### config.mk
export PLATFORM = sky130hd
export DESIGN_NAME = keypad_event_detector
export DESIGN_NICKNAME = d
export VERILOG_FILES = /design/src/rtl/keypad_event_detector.sv
export SDC_FILE = /design/constraint.sdc
export NUM_CORES = 1
export LEC_CHECK = 0
export CAP_MARGIN = 25
export CORE_UTILIZATION = 59
export DETAILED_ROUTE_END_ITERATION = 10
export MAX_ROUTING_LAYER = met4
export PLACE_DENSITY = 0.84
export SLEW_MARGIN = 0
export SYNTH_ARGS = -nofsm -noshare
export SYNTH_HDL_FRONTEND = slang
export SYNTH_SLANG_ARGS = --single-unit
### constraint.sdc
create_clock -name clock -period 11.75 [get_ports clock]
set_input_delay 2.35 -clock clock [delete_from_list [all_inputs] [get_ports clock]]
set_output_delay 2.35 -clock clock [all_outputs]
set_load 0.005 [all_outputs]
### src/rtl/keypad_event_detector.sv
// Keypad front end: synchronises and debounces a raw key vector, then classifies it
// into single-cycle press / auto-repeat / release / multi-key events.
module keypad_event_detector #(
    parameter int  NUM_KEYS        = 10,
    parameter int  DEBOUNCE_CYCLES = 4,
    parameter int  REPEAT_DELAY    = 0,
    parameter int  REPEAT_RATE     = 8,
    localparam int CODE_W          = (NUM_KEYS > 2) ? $clog2(NUM_KEYS) : 1
) (
    input  logic                clock,
    input  logic                reset,
    input  logic [NUM_KEYS-1:0] num,
    output logic                key_valid,
    output logic [NUM_KEYS-1:0] key_onehot,
    output logic [CODE_W-1:0]   key_code,
    output logic                key_held,
    output logic                key_release,
    output logic                multi_err
);
    localparam int CNT_W = (DEBOUNCE_CYCLES > 2) ? $clog2(DEBOUNCE_CYCLES) : 1;
    localparam logic [CNT_W-1:0] CNT_LAST = CNT_W'(DEBOUNCE_CYCLES - 1);
    localparam int T_MAX = (REPEAT_DELAY > REPEAT_RATE) ? REPEAT_DELAY : REPEAT_RATE;
    localparam int T_W   = (T_MAX > 1) ? $clog2(T_MAX) : 1;
    localparam logic [T_W-1:0] DELAY_LAST = T_W'(REPEAT_DELAY - 1);
    localparam logic [T_W-1:0] RATE_LAST  = T_W'(REPEAT_RATE - 1);

    typedef enum logic [1:0] {IDLE, PRESSED, MULTI} state_t;

    logic [NUM_KEYS-1:0] s1;
    logic [NUM_KEYS-1:0] s2;
    logic [NUM_KEYS-1:0] cand;
    logic [NUM_KEYS-1:0] deb;
    logic [CNT_W-1:0]    cnt;
    logic [CODE_W-1:0]   deb_code;
    logic [T_W-1:0]      timer;
    logic                repeating;
    state_t              state;

    // cnt tracks how many further edges cand has matched s2; deb follows once it saturates
    always_ff @(posedge clock or negedge reset) begin
        if (!reset) begin
            s1   <= '0;
            s2   <= '0;
            cand <= '0;
            deb  <= '0;
            cnt  <= '0;
        end else begin
            s1 <= num;
            s2 <= s1;
            if (s2 != cand) begin
                cand <= s2;
                cnt  <= '0;
            end else if (cnt == CNT_LAST) begin
                deb <= cand;
            end else begin
                cnt <= cnt + 1'b1;
            end
        end
    end

    // Only consumed when deb is one-hot, so OR-ing indices yields the bit position
    always_comb begin
        deb_code = '0;
        for (int i = 0; i < NUM_KEYS; i++) begin
            if (deb[i]) begin
                deb_code = deb_code | CODE_W'(i);
            end
        end
    end

    always_ff @(posedge clock or negedge reset) begin
        if (!reset) begin
            state       <= IDLE;
            key_valid   <= 1'b0;
            key_onehot  <= '0;
            key_code    <= '0;
            key_held    <= 1'b0;
            key_release <= 1'b0;
            multi_err   <= 1'b0;
            timer       <= '0;
            repeating   <= 1'b0;
        end else begin
            key_valid   <= 1'b0;
            key_release <= 1'b0;
            multi_err   <= 1'b0;
            case (state)
                IDLE: begin
                    timer     <= '0;
                    repeating <= 1'b0;
                    if ($onehot(deb)) begin
                        state      <= PRESSED;
                        key_valid  <= 1'b1;
                        key_held   <= 1'b1;
                        key_onehot <= deb;
                        key_code   <= deb_code;
                    end else if (deb != '0) begin
                        state     <= MULTI;
                        multi_err <= 1'b1;
                    end
                end
                PRESSED: begin
                    // Release is tested first so it wins over a coincident repeat
                    if (deb == '0) begin
                        state       <= IDLE;
                        key_held    <= 1'b0;
                        key_release <= 1'b1;
                        timer       <= '0;
                        repeating   <= 1'b0;
                    end else if (deb != key_onehot) begin
                        state     <= MULTI;
                        key_held  <= 1'b0;
                        multi_err <= 1'b1;
                        timer     <= '0;
                        repeating <= 1'b0;
                    end else if (REPEAT_DELAY > 0) begin
                        if (timer == (repeating ? RATE_LAST : DELAY_LAST)) begin
                            key_valid <= 1'b1;
                            timer     <= '0;
                            repeating <= 1'b1;
                        end else begin
                            timer <= timer + 1'b1;
                        end
                    end
                end
                MULTI: begin
                    if (deb == '0) begin
                        state <= IDLE;
                    end
                end
                default: state <= IDLE;
            endcase
        end
    end
endmodule

==> run_results.csv <==
group,metric,value,unit
outcome,status,"finished, final reports clean",
detailed_routing,ant_nets,0,
worst_hold_path,min_path_type,"register to register",
final_layout,layout.cells.non_filler,264,
synth,synth-xor-area-share,7.31,%
power_and_ir_drop,p_comb_share,2.5,%
worst_setup_path,cp-endpoint,"key_onehot[8]",
synth,yosysTopAreaCell,"dfrtp_1",
synth,synth_top_family_by_area,"multiplexers",
placement,hpwl,2980,um
final_layout,antenna_cells,0,
final_layout,register_area,0.00155,sq mm
sta,grt_setup_unrepaired,"no",
grt,antenna_found_initial,0,
floorplanning,core_region_area,0.00406,sq mm
clocking,cts-htree-levels,3,
worst_setup_path,cp-startpoint,"deb[3]",
final_layout,syn2layout_area_growth,19.9,%
placement,portBuffers,29,
grt,grt_max_degree,63,
sta,slew_headroom,49.9,%
synth,synth_mux_area_share,9.34,%
worst_hold_path,hold_path.startpoint,"s1[3]",
detailed_routing,detailedRoute.firstPassIterationCount,4,
detailed_routing,routed_wirelength,4280,um
sta,tightest_slew,752,ps
sta,worst_slack,7220,ps
clocking,cts_resized,0,
worst_setup_path,reg2reg_depth,12,
power_and_ir_drop,p_per_area,138,mW/mm^2
grt,overflow,0,
detailed_routing,avgViaCountPerCell,5.52,
final_layout,layout_commonest_cell,"dfrtp_1",
worst_setup_path,critical-path-top-delay-family,"adder cells",
worst_setup_path,crit_buf_inv,4,
grt,grt_first_pass_wirelength,7330,um
final_layout,multi_input_area,860,sq um
worst_setup_path,r2r_start,"deb[3]",
synth,ys_types,31,
clocking,cts_setup_buffers,0,
floorplanning,initial_utilization,62.0,%
sta,setup_viol_count_final,0,
worst_setup_path,crit_fanout,14,
synth,avgSynthCellArea,13.9,sq um
sta,finalHoldViolCount,0,
detailed_routing,vias,1458,
power_and_ir_drop,intPower,0.332,mW
synth,synth_top_area_share,61.6,%
sta,fmax,221,MHz
clocking,path_clk_slew,60,ps
power_and_ir_drop,seqPwrFrac,53.4,%
clocking,clk_path_buf_depth,2,
sta,post-route-period-util,38.6,%
worst_setup_path,crit_slowest_cell,"a2111oi_4",
worst_setup_path,crit_top_cell,"fa_1",
floorplanning,die_x,67.3,um
power_and_ir_drop,switching_share,20.1,%
final_layout,layout_common_cells,"dfrtp_1, clkdlybuf4s50_1, mux2_2",
worst_setup_path,start_kind,"register",
synth,syn_inst,181,
clocking,root_buffer,"clkbuf_8",
floorplanning,pin_count,30,
floorplanning,dieArea,0.00453,sq mm
placement,dp.cells,249,
synth,synth.area.top_cells,"dfrtp_1, mux2_2, xor2_1",
final_layout,final_util,74.4,%
worst_setup_path,cpPeakStageDelay,650,ps
synth,netlist_area,0.00252,sq mm
power_and_ir_drop,switching_power,0.0836,mW
power_and_ir_drop,ir_worst_vdd,0.000106,V
grt,grt_pass1_vias,1516,
worst_setup_path,reg2reg_slack,7220,ps
clocking,cts_tree,"built",
grt,grt_usage,24.0,%
worst_setup_path,r2r_end,"key_onehot[8]",
synth,yosysWarnings,0,
worst_setup_path,cp.depth,12,
detailed_routing,wl_per_cell,16.2,um
final_layout,fillers,254,
synth,yosys.area_share.simple,6.31,%
final_layout,nNetsFinal,232,
placement,place_congestion,0.906,
placement,place_ws,7250,ps
worst_setup_path,crit_chain,"fa_1, fa_1, inv_1, fa_1, inv_1, ha_1, inv_1, fa_1, a2111o_1, a2111oi_4, buf_4, mux2_2",
floorplanning,die_h,67.3,um
synth,synth-seq-cells,62,
sta,skew,10.7,ps
power_and_ir_drop,p_leak,1.45,nW
sta,slew_viol_final,0,
worst_setup_path,path_class,"register to register",
worst_setup_path,required,11970,ps
clocking,hold_buffers,0,
clocking,cts.sinks,62,
detailed_routing,drc,0,
worst_setup_path,cp.arrival,4750,ps
floorplanning,row_count,23,
synth,synth-compound-area-share,4.42,%
sta,tns,0,ps
clocking,cts_buffers,9,
sta,whs,350,ps
worst_setup_path,end_kind,"register",
sta,min_period,4530,ps
job,max-cap-violations,0,
power_and_ir_drop,pwr-share-clk,44.2,%
clocking,clkLatencyLatePin,330,ps
synth,synth_fp_nets,203,
detailed_routing,initialDrtViolationCount,107,
synth,synth_seq_area_share,61.6,%
synth,synth_fa_ha_area_share,6.76,%
final_layout,drive_gt1_share,17.8,%
layout make-up:
type / instances / share of cell area (%)
clock buffer: 12 / 5.14
clock inverter: 3 / 1.45
inverter: 12 / 1.49
multi-input combinational: 94 / 28.5
sequential: 62 / 51.4
tap: 50 / 2.07
timing repair buffer: 31 / 9.95
cell families (layout without fill, tap and decap cells):
kind of cell	Yosys count	count (layout)
AO/OA/AOI/OAI	13	13
XOR/XNOR	21	21
adder cells (fa/ha/maj)	10	10
buffers and inverters	25	58
flip-flops	62	62
multiplexers	21	21
AND/OR/NAND/NOR	29	29
per-layer routing:
metal / global-route usage (%) / share of wire (%) / vias to the layer above
met1: 27.8 / 42 / 736
met5: - / 0 / -
met3: 6.08 / 3.2 / 14
met4: 13.0 / 2.5 / 0
met2: 38.3 / 52 / 42
li1: - / - / 666
cells in the mapped netlist, drive strengths merged:
library cell  instances
dfrtp                62
mux2                 20
xor2                 19
inv                  12
clkbuf               10
nor2                  9
nor4                  7
fa                    6
a21oi                 4
ha                    4
and4                  3
buf                   3
nand2                 3
a2111oi               2
a211oi                2
nand4                 2
xnor2                 2
a2111o                1
a31oi                 1
mux2i                 1
nand2b                1
nand3                 1
nand4b                1
nor2b                 1
nor3                  1
o21bai                1
o22ai                 1
o32ai                 1
worst min path at each step:
stage	slack [ps]	endpoint	cells past startpoint
final	350	s2[3]	0
after global routing	360	s2[8]	0
after CTS	350	s2[8]	0
after detailed placement	340	s2[8]	0
after global placement	330	s2[8]	0
after floorplan	330	s2[0]	0
power by group through the flow:
| stage | combinational (mW) | clock (mW) | sequential [mW] |
|---|---|---|---|
| after CTS | 0.0107 | 0.188 | 0.222 |
| final | 0.0103 | 0.183 | 0.222 |
| after global placement | 0.0103 | 0 | 0.225 |
| after detailed placement | 0.0107 | 0 | 0.226 |
| after global routing | 0.0119 | 0.199 | 0.222 |
| after floorplan | 0.00349 | 0 | 0.225 |
worst reg2reg max path: stages (launching register included):
cell,delay [ps]
dfrtp_1,500
fa_1,490
fa_1,510
inv_1,50
fa_1,420
inv_1,60
ha_1,160
inv_1,60
fa_1,380
a2111o_1,470
a2111oi_4,650
buf_4,310
mux2_2,350
sequential cells by signal, summed over array words and instances, names as in the netlist:
register,cells
cand,10
deb,10
key_onehot,10
s1,10
s2,10
key_code,4
cnt,2
state,2
key_held,1
key_release,1
key_valid,1
multi_err,1
metrics by stage:
stage                     area, sq um  total power, mW
final                            3020            0.416
after floorplan                  2520            0.228
after detailed placement         2820            0.236
after global routing             3020            0.433
after CTS                        3020            0.420
after global placement           2820            0.235
Note: power is estimated with default switching activity, not from simulation.
